File: config.mk
export PLATFORM = sky130hd
export DESIGN_NAME = game_sequencer
export DESIGN_NICKNAME = d
export VERILOG_FILES = /design/src/rtl/game_sequencer_pkg.sv /design/src/rtl/game_sequencer_bcd3_counter.sv /design/src/rtl/game_sequencer.sv
export SDC_FILE = /design/constraint.sdc
export NUM_CORES = 1
export LEC_CHECK = 0
export CAP_MARGIN = 20
export CELL_PAD_IN_SITES_DETAIL_PLACEMENT = 0
export CELL_PAD_IN_SITES_GLOBAL_PLACEMENT = 1
export CORE_ASPECT_RATIO = 1.2
export CORE_MARGIN = 3
export CORE_UTILIZATION = 25
export DETAILED_ROUTE_END_ITERATION = 10
export MAX_ROUTING_LAYER = met4
export PLACE_DENSITY = 0.52
export SLEW_MARGIN = 20
export SYNTH_ARGS = -nofsm -noshare
export SYNTH_HDL_FRONTEND = slang
export SYNTH_HIERARCHICAL = 1
export SYNTH_SLANG_ARGS = --single-unit
File: constraint.sdc
create_clock -name clk -period 6.2 [get_ports clk]
set_clock_uncertainty 0.15 [all_clocks]
set_input_delay 1.24 -clock clk [delete_from_list [all_inputs] [get_ports clk]]
set_output_delay 1.24 -clock clk [all_outputs]
set_load 0.01 [all_outputs]
File: src/rtl/game_sequencer_pkg.sv
// Shared encodings and BCD helpers for the FlappyBird game sequencer.
// Optional feature macro used by the top: HIGH_SCORE_EN.
package game_sequencer_pkg;

    typedef enum logic [1:0] {
        ST_WAIT = 2'd0,
        ST_FLY  = 2'd1,
        ST_DEAD = 2'd2
    } state_t;

    localparam logic [3:0] BCD_DIGIT_MAX = 4'd9;

    // Elaboration-time only: turns a decimal parameter into its 3-digit BCD form.
    function automatic logic [11:0] to_bcd3(input int unsigned v);
        return {4'((v / 100) % 10), 4'((v / 10) % 10), 4'(v % 10)};
    endfunction

    // Digit-wise magnitude compare, most-significant digit first.
    function automatic logic bcd_gt(input logic [11:0] a, input logic [11:0] b);
        for (int unsigned i = 3; i > 0; i--) begin
            if (a[4*i-1 -: 4] != b[4*i-1 -: 4])
                return a[4*i-1 -: 4] > b[4*i-1 -: 4];
        end
        return 1'b0;
    endfunction

endpackage

File: src/rtl/game_sequencer_bcd3_counter.sv
// Saturating 3-digit BCD up-counter with synchronous clear.
// Increment ripples digit-wise (9 -> 0 with carry); holds once q equals sat.
module bcd3_counter
    import game_sequencer_pkg::*;
(
    input  logic        clk,
    input  logic        rst,
    input  logic        clr,
    input  logic        inc,
    input  logic [11:0] sat,
    output logic [11:0] q
);

    logic [11:0] q_inc;
    logic        carry;

    always_comb begin
        q_inc = q;
        carry = 1'b1;
        for (int unsigned i = 0; i < 3; i++) begin
            if (carry) begin
                if (q[4*i +: 4] == BCD_DIGIT_MAX) begin
                    q_inc[4*i +: 4] = '0;
                end else begin
                    q_inc[4*i +: 4] = q[4*i +: 4] + 4'd1;
                    carry           = 1'b0;
                end
            end
        end
    end

    always_ff @(posedge clk or negedge rst) begin
        if (!rst)
            q <= '0;
        else if (clr)
            q <= '0;
        else if (inc && (q != sat))
            q <= q_inc;
    end

endmodule

File: src/rtl/game_sequencer.sv
// WAIT/FLYING/DEAD game controller: flap pulses, BCD score, dead-screen lockout.
// Define HIGH_SCORE_EN to keep a best score; otherwise best_bcd is tied to 0.
module game_sequencer
    import game_sequencer_pkg::*;
#(
    parameter int unsigned DEAD_FRAMES   = 60,
    parameter int unsigned FLAP_COOLDOWN = 2,
    parameter int unsigned SCORE_MAX     = 999
) (
    input  logic        clk,
    input  logic        rst,
    input  logic        frame_tick,
    input  logic        btn_up,
    input  logic        btn_restart,
    input  logic        collide,
    input  logic        pipe_passed,
    output logic [1:0]  state,
    output logic        flap,
    output logic        run_en,
    output logic [11:0] score_bcd,
    output logic [11:0] best_bcd
);

    localparam logic [7:0]  DEAD_LOAD = 8'(DEAD_FRAMES);
    localparam logic [7:0]  COOL_LOAD = 8'(FLAP_COOLDOWN);
    localparam logic [11:0] SCORE_SAT = to_bcd3(SCORE_MAX);

    state_t     state_q, state_d;
    logic       btn_q;
    logic       btn_edge;
    logic [7:0] cool_q, cool_d;
    logic [7:0] lock_q, lock_d;
    logic       flap_d, run_en_d;
    logic       score_clr, score_inc;

    assign btn_edge = btn_up & ~btn_q;
    assign state    = state_q;

    // State register, with the edge detector, counters and registered outputs
    always_ff @(posedge clk or negedge rst) begin
        if (!rst) begin
            state_q <= ST_WAIT;
            btn_q   <= 1'b0;
            cool_q  <= '0;
            lock_q  <= '0;
            flap    <= 1'b0;
            run_en  <= 1'b0;
        end else begin
            state_q <= state_d;
            btn_q   <= btn_up;
            cool_q  <= cool_d;
            lock_q  <= lock_d;
            flap    <= flap_d;
            run_en  <= run_en_d;
        end
    end

    // Next state and counter updates
    always_comb begin
        state_d = state_q;
        cool_d  = cool_q;
        lock_d  = lock_q;
        if (btn_restart) begin
            state_d = ST_WAIT;
            cool_d  = '0;
            lock_d  = '0;
        end else begin
            case (state_q)
                ST_WAIT: begin
                    if (btn_edge) begin
                        state_d = ST_FLY;
                        cool_d  = COOL_LOAD;
                    end
                end
                ST_FLY: begin
                    if (collide) begin
                        state_d = ST_DEAD;
                        lock_d  = DEAD_LOAD;
                    end else if (btn_edge && (cool_q == '0)) begin
                        cool_d = COOL_LOAD;
                    end else if (frame_tick && (cool_q != '0)) begin
                        cool_d = cool_q - 8'd1;
                    end
                end
                ST_DEAD: begin
                    if (btn_edge && (lock_q == '0))
                        state_d = ST_WAIT;
                    else if (frame_tick && (lock_q != '0))
                        lock_d = lock_q - 8'd1;
                end
                default: begin
                    state_d = ST_WAIT;
                    cool_d  = '0;
                    lock_d  = '0;
                end
            endcase
        end
    end

    // Output decode; collide in FLYING suppresses both flap and scoring
    always_comb begin
        flap_d    = 1'b0;
        score_inc = 1'b0;
        score_clr = 1'b0;
        if (btn_restart) begin
            score_clr = 1'b1;
        end else begin
            case (state_q)
                ST_WAIT: begin
                    flap_d    = btn_edge;
                    score_clr = 1'b1;
                end
                ST_FLY: begin
                    if (!collide) begin
                        flap_d    = btn_edge && (cool_q == '0);
                        score_inc = pipe_passed;
                    end
                end
                ST_DEAD: score_clr = btn_edge && (lock_q == '0);
                default: score_clr = 1'b1;
            endcase
        end
        run_en_d = (state_d == ST_FLY);
    end

    bcd3_counter u_score (
        .clk (clk),
        .rst (rst),
        .clr (score_clr),
        .inc (score_inc),
        .sat (SCORE_SAT),
        .q   (score_bcd)
    );

`ifdef HIGH_SCORE_EN
    logic        dead_entry_q;
    logic [11:0] best_q;

    // Compare one cycle after entering DEAD, when the score is already frozen
    always_ff @(posedge clk or negedge rst) begin
        if (!rst) begin
            dead_entry_q <= 1'b0;
            best_q       <= '0;
        end else begin
            dead_entry_q <= (state_d == ST_DEAD) && (state_q != ST_DEAD);
            if (dead_entry_q && bcd_gt(score_bcd, best_q))
                best_q <= score_bcd;
        end
    end

    assign best_bcd = best_q;
`else
    assign best_bcd = '0;
`endif

endmodule
; ---- Yosys cells after proc, flatten, opt, wreduce, memory -nomap -nowiden
; Index checks and enable logic that the tools add are counted.
[word_totals]
output_inout_bits = 28
in_bits = 7
wordCells = 82
reg_bits = 33
[classes]
mux = 34
add_sub_neg = 5
bitwise_logic = 2
eq_ne = 15
n_reduce_logical = 17
[ops]
columns = cell, n
row1 = two-way mux 8 bit, 9
row2 = one-hot mux 8 bit (3 select lines), 2
row3 = two-way mux 12 bit, 2
row4 = two-way mux 4 bit, 5
row5 = logical NOT 8 bit, 2
row6 = nonzero test 8 bit, 2
row7 = subtractor 8 x 1 -> 8 bit (second input constant), 2
row8 = != test 3 bit (second input constant), 5
row9 = adder 4 x 1 -> 4 bit (second input constant), 3
row10 = equality test 4 bit (second input constant), 3
row11 = != test 12 bit (second input constant), 1
row12 = two-way mux 1 bit, 9
row13 = two-way mux 2 bit, 4
row14 = AND reduction 4 bit, 2
row15 = one-hot mux 2 bit (3 select lines), 1
row16 = nonzero test 2 bit, 3
row17 = logical AND 1 bit, 5
row18 = equality test 2 x 1 -> 1 bit (second input constant), 2
row19 = != test 2 bit (second input constant), 2
row20 = != test 4 bit (second input constant), 1
row21 = one-hot mux 1 bit (2 select lines), 2
row22 = AND reduction 2 bit, 2
row23 = equality test 2 bit (second input constant), 1
row24 = logical NOT 2 bit, 1
row25 = 2 further kinds, 2

; ---- Logic depth before layout (Yosys ltp)
; Gate-level depths: netlist of the first run.
[depth]
ltp_word = 7
depth_mapped = 11
ltp_nobuf = 11

; ---- Cells and area by module
; Netlist of the first run, hierarchy kept.
[modules_own_cells]
columns = mod, n_inst, cells_each, area_each_um2, seq_area_each_um2
row1 = game_sequencer, 1, 168, 1490.2, 525.5
row2 = bcd3_counter, 1, 96, 875.8, 300.3

; ---- Worst setup path before layout of the first run
; OpenSTA, ideal clock, no wires.
[synth_timing]
kind = in2reg
startpoint = input btn_restart
endpoint = register u_score.q[9]
stages = 8
setup_ps = 95
arrival_ps = 2881
path_slack_ps = 3074
n_path_buf = 2
required_ps = 5955
path_cell_list = clkbuf_1 clkbuf_1 a21o_1 inv_1 o21ai_0 nand3_1 or4_1 o31ai_1
[synth_between]
word_cells_on_any_way = 7
cone_classes = mux (3) / reduce/logical (4)
[synth_lines]
columns = element, line_no
row1 = from (decl), game_sequencer.sv:14  ; input logic btn_restart,
row2 = two-way mux 1 bit (*), game_sequencer.sv:105  ; if (btn_restart) begin
row3 = net score_clr, game_sequencer.sv:34  ; logic score_clr, score_inc;
row4 = nonzero test 2 bit (no line), n/a
row5 = AND reduction 2 bit (no line), n/a
row6 = to (signal assigned), game_sequencer_bcd3_counter.sv:38  ; q <= q_inc;
row7 = to (decl), game_sequencer_bcd3_counter.sv:11  ; output logic [11:0] q
; Mark *: on every way through the listed nets, which the timed path passes. The rest lies on a longest branch.
; A chain may end at the register's enable or synchronous reset.

; ---- Worst setup path after layout of the first run
[layout_timing]
startpoint = input btn_up
endpoint = register u_score.q[9]
[layout_between]
elab_chain_cells = 6
word_cells_on_any_way = 8
cone_classes = mux (3) / bitwise (1) / reduce/logical (4)
[layout_rtl]
columns = element, line_no
row1 = from (decl), game_sequencer.sv:13  ; input logic btn_up,
row2 = bitwise AND 1 bit (*), game_sequencer.sv:36  ; assign btn_edge = btn_up & ~btn_q;
row3 = logical AND 1 bit (*), game_sequencer.sv:119  ; ST_DEAD: score_clr = btn_edge && (lock_q == '0);
row4 = one-hot mux 1 bit (2 select lines) (*), game_sequencer.sv:108  ; case (state_q)
row5 = two-way mux 1 bit (*), game_sequencer.sv:105
row6 = net score_clr, game_sequencer.sv:34
row7 = nonzero test 2 bit (no line), n/a
row8 = AND reduction 2 bit (no line), n/a
; Marks and branches as above.

==> results of run 1 <==
## layer usage
metal | share of wire | up-vias | track usage
met1 | 0.49 | 974 | 0.1609
li1 | - | 986 | -
met4 | 0.012 | 0 | 0.03561
met3 | 0.026 | 5 | 0.02011
met5 | 0 | - | -
met2 | 0.47 | 23 | 0.1773
## metrics by stage
step | total power, mW | worst slack [ps]
final | 0.4675 | 2253
after global routing | 0.4967 | 1963
after CTS | 0.4784 | 2226
after detailed placement | 0.3129 | 1936
after global placement | 0.3140 | 2015
after floorplan | 0.2920 | 3074
## layout by cell type, fill, tap and decap left out, types with 3 or more instances in the layout
cell type	instances
dfrtp_1	33
conb_1	24
o21ai_0	22
clkdlybuf4s50_1	22
nor2_1	18
nand2_1	16
inv_1	14
ha_1	13
xor2_1	12
a21oi_1	11
nand3_1	9
o211ai_1	7
o31ai_1	6
nor4_1	6
a21o_1	5
or4_1	5
clkbuf_8	5
nand2b_1	4
nor2b_1	4
nor3b_1	4
nor3_1	4
a31oi_1	4
and3_1	4
mux2_2	3
o41ai_1	3
## cells by family after synthesis
kind of cell | Yosys count
compound gates | 72
flops | 33
fa+ha+maj | 13
simple gates | 92
mux | 4
xor+xnor | 12
other cells | 2
buf+inv | 36
## critical path, stage by stage
cell             delay, ps
clkdlybuf4s50_1        480
nand2b_1               240
o21ai_0                360
a21o_1                 440
inv_1                  200
o21ai_0                250
nand3_1                200
or4_1                  490
o31ai_1                 80
## power breakdown
group	internal (mW)	total (mW)	leakage, nW	switching, mW
clock	0.0779	0.160	0.0450	0.0819
combinational	0.0302	0.0849	0.718	0.0547
sequential	0.219	0.223	0.455	0.00363
total	0.327	0.468	1.22	0.140
## flip-flops by register name, indices dropped and copies added, names as in the netlist
register,cells
u_score/q,12
cool_q,8
lock_q,8
state,2
btn_q,1
flap,1
run_en,1
## final timing paths
check / slack [ps] / end / depth (start not counted)
hold / removal: 350 / cool_q[7] / 1
setup reg to reg: 2850 / u_score/q[9] / 11
min in group asynchronous: 1230 / u_score/q[10] / 2
hold reg to reg: 350 / cool_q[7] / 1
max in group asynchronous: 4360 / state[0] / 2
setup / recovery: 2250 / u_score/q[9] / 9
## cell type report
class                   count  area, um^2
fillers                   976        6366
multi-input cells         217        1424
flip-flops and latches     33       825.8
repair buffers             23       227.7
well taps                 120       150.1
clock buffers               6       72.57
inverters                  14       52.55
clock inverters             2       10.01
==> flow_summary.toml, run 1 <==
[logic_synthesis]
synth-simple-area-share = 0.2306
synth_common_cells = "dfrtp_1 (33), o21ai_0 (22), nor2_1 (18), nand2_1 (16), inv_1 (14)"
ys_ff_latch = 33
synth_top_family_by_area = "simple AND/OR/NAND/NOR gates"
synth_mux_area_frac = 0.01851
synth_compound_area_frac = 0.2015
syn_area_mm2 = 0.002366
synth_top_flop_cell = "dfrtp_1"
synth_top_cell_area_share = 0.3490
yosysWarnings = 6
yosysSeqAreaShare = 0.3490
synth_xor_area_frac = 0.04442
syn_inst = 264
synthAdderAreaFrac = 0.06875
synth_largest_area_cell = "dfrtp_1"
synth_enable_flop_cells = 0
netlist_top_cells_area = "dfrtp_1 (35%), ha_1 (6.9%), o21ai_0 (4.7%)"
synth_cell_types = 54
async_flop_share = 1.000
yosysMostFrequentCell = "dfrtp_1"
synth.avg_cell_area_um2 = 8.962

[routing]
drt-initial-drc-count = 79
viasPerCell = 4.790
wl_per_cell_um = 14.09
vias = 1988
drt_pass1_iterations = 4
wirelength_mm = 5.847
antenna_left = 0
drc = 0

[floorplanning]
start_util = 0.2592
rows = 38
core_area_mm2 = 0.009129
die_h_um = 112.6
io_pins = 35
die_w_um = 94.81
die_area_mm2 = 0.01067

[setup_path]
cp_max_fo = 13
critPathKind = "in -> reg"
cp.required_ps = 6240
r2r-start = "lock_q[0]"
startpoint_type = "primary input"
crit_path_end_kind = "register"
worstPathArrival_ps = 3990
crit_path_start = "btn_up"

[place]
gp_congestion = 0.7856
dp.cells = 407
dp_hpwl_mm = 4.280
port_buffers = 22
dpl-instance-area_mm2 = 0.002680

[sta]
final_hold_viol_count = 0
period_needed_ps = 3947
setup_viol = 0
max_slew_margin = 0.5537
min_period_over_period = 0.6366
rsz0062_at_grt = "no"
clock.fmax_mhz = 253.4
hold_ws_ps = 346.9
tightest_slew_ps = 667.4
maxSlewViolCount = 0
setup_tns_ps = 0

[min_path]
hold_start = "cool_q[7]"
hold_class = "reg -> reg"

[grt]
grt_pass1_vias = 1946
grt_max_degree = 34
grt_usage = 0.1176
antenna_found_initial = 0
overflow = 0
grt_pass1_wl_mm = 9.742

[cells_and_area]
stdcell_count = 415
nets = 314
drive_gt1_frac = 0.07119
synthToLayoutAreaGrowth_pct = 16.76
n_antenna_cell = 0
utilization = 0.3026
finish.instance_area_mm2 = 0.002763

[clock_tree]
postCtsSetupRepairBufs = 0
clock_sinks = 33
htree_levels = 2
clkTransAtPathRegs_ps = 70
cts_tree = "built"
clk_latency_ps = 280
numCtsBuffers = 5
holdBufCountCts = 0
root_buffer = "clkbuf_8"
cts_resized = 0
cts-root-to-sink-buffers = 2

[power_and_ir_drop]
p_per_area_mw_per_mm2 = 169.2
ir_drop_mv = 0.06372
leakage_nw = 1.218

[run]
drv_cap = 0

[status]
outcome = "finished clean"
Note: power is estimated with default switching activity, not from simulation.
==> inputs of run 2 (changes only) <==
--- a/config.mk
+++ b/config.mk
@@ -13,7 +13,7 @@
 export CORE_UTILIZATION = 25
 export DETAILED_ROUTE_END_ITERATION = 10
 export MAX_ROUTING_LAYER = met4
-export PLACE_DENSITY = 0.52
+export PLACE_DENSITY = 0.54
 export SLEW_MARGIN = 20
 export SYNTH_ARGS = -nofsm -noshare
 export SYNTH_HDL_FRONTEND = slang
==> constraint.sdc (replaced) <==
create_clock -name clk -period 3.25 [get_ports clk]
set_clock_uncertainty 0.15 [all_clocks]
set_input_delay 0.65 -clock clk [delete_from_list [all_inputs] [get_ports clk]]
set_output_delay 0.65 -clock clk [all_outputs]
set_load 0.01 [all_outputs]
==> flow_summary.toml, run 2 (synthesis gave the netlist of run 1 again) <==
[sta]
tightest_slew_ps = 570.0
setup_tns_ps = 0
clock.fmax_mhz = 346.3
max_slew_margin = 0.6183
min_period_over_period = 0.8886
final_hold_viol_count = 0
maxSlewViolCount = 0
setup_viol = 0
rsz0062_at_grt = "no"
period_needed_ps = 2888

[cells_and_area]
drive_gt1_frac = 0.08970
finish.instance_area_mm2 = 0.002841
top_register = "u_score/q"
largest_reg_flops = 12
most-common-layout-cells = "dfrtp_1 (33), conb_1 (24), o21ai_0 (22), clkdlybuf4s50_1 (22), nor2_1 (18)"
final_common_cell = "dfrtp_1"
fill_cells = 986
synthToLayoutAreaGrowth_pct = 20.10
largest_registers = "u_score/q (12), cool_q (8), lock_q (8)"
nets = 320
utilization = 0.3113
n_antenna_cell = 0

[clock_tree]
cts_tree = "built"
postCtsSetupRepairBufs = 0
holdBufCountCts = 0
numCtsBuffers = 5
htree_levels = 2
cts_resized = 0
root_buffer = "clkbuf_8"
cts-root-to-sink-buffers = 2
clk_latency_ps = 290
clkTransAtPathRegs_ps = 80
clock_sinks = 33

[power_and_ir_drop]
leakage_nw = 1.258
p_per_area_mw_per_mm2 = 355.4
ir_drop_mv = 0.1241
p_total_mw = 1.010

[place]
port_buffers = 22
gp_congestion = 0.7576
dpl-instance-area_mm2 = 0.002725
dp_hpwl_mm = 4.408

[setup_path]
crit_path_start = "lock_q[0]"
cp_num_buf_inv = 2
r2r-end = "u_score/q[9]"
crit_path_end_kind = "register"
crit_family = "simple AND/OR/NAND/NOR gates"
startpoint_type = "register"
critPathKind = "reg -> reg"
critPathSlowestCell = "or4_1"
critical_path.cell_chain = "inv_1 > ha_1 > nor3b_2 > nand3_2 > o21ai_0 > a21o_1 > inv_1 > o21ai_0 > nand3_1 > or4_1 > o31ai_1"
r2r_cells = 11
r2r-start = "lock_q[0]"
worstPathArrival_ps = 2930
cp.required_ps = 3300
cp_max_fo = 6
cpPeakStageDelay_ps = 490
r2r_slack_ps = 360

[floorplanning]
rows = 38
die_w_um = 94.81
die_area_mm2 = 0.01067
die_h_um = 112.6
core_area_mm2 = 0.009129
io_pins = 35
start_util = 0.2592

[status]
outcome = "finished clean"

[grt]
grt_pass1_vias = 2044
grt_pass1_wl_mm = 10.17
antenna_found_initial = 0
grt_usage = 0.1233
overflow = 0
grt_max_degree = 34

[routing]
drt_pass1_iterations = 4
drt-initial-drc-count = 76
wl_per_cell_um = 14.21
vias = 2014
wirelength_mm = 5.982
viasPerCell = 4.784
antenna_left = 0
drc = 0

[min_path]
hold_class = "reg -> reg"
hold_start = "cool_q[7]"
hold_depth = 1
hold_end = "cool_q[7]"

[run]
drv_cap = 0
run 2: cell count changes in the layout (fill, tap and decap cells not counted), sizes merged:
cell	delta
clkbuf	+1
bufinv	+1
clkinv	-2
buf	+6
run 2: worst max-delay path by stage:
stage	to	slack, ps	cells after the start
2_1_floorplan	u_score/q[9]	630	11
3_3_place_gp	u_score/q[9]	320	9
3_5_place_dp	u_score/q[9]	250	9
4_1_cts	u_score/q[9]	360	11
5_1_grt	u_score/q[9]	120	11
6_report	u_score/q[9]	360	11
run 2: where the power goes:
| part | leakage, nW | switching (mW) | internal, mW |
|---|---|---|---|
| logic | 0.744 | 0.105 | 0.0634 |
| clock network | 0.0585 | 0.165 | 0.250 |
| registers | 0.455 | 0.00740 | 0.418 |
run 2: metal layers:
layer | wire length (um) | GRT usage
met1 | 2844 | 0.1576
met2 | 2878 | 0.1957
met5 | 0 | -
met3 | 171 | 0.02413
met4 | 87 | 0.03850
run 2: cell type report:
cell class / count / area (um^2) / area share
Inverter: 14 / 52.55 / 0.01849
Timing Repair Buffer: 29 / 272.8 / 0.09599
Clock buffer: 7 / 86.33 / 0.03038
Multi-Input combinational cell: 217 / 1424 / 0.5011
Tap cell: 120 / 150.1 / 0.05284
Clock inverter: 1 / 30.03 / 0.01057
Sequential cell: 33 / 825.8 / 0.2906
run 2: worst reg2reg max path: stages, from the launching register on:
cell     delay [ps]
dfrtp_1         410
inv_1            90
ha_1            180
nor3b_2         280
nand3_2         160
o21ai_0         260
a21o_1          170
inv_1           110
o21ai_0         230
nand3_1         190
or4_1           490
o31ai_1          70
run 2: through the flow:
stage	worst slack, ps	hold slack [ps]	instances
global placement	320.1	331.7	413
global route	122.8	379.5	421
CTS	356.9	347.1	421
finish	362.2	348.9	421
floorplan	627.4	204.4	286
detailed placement	251.2	333.7	413
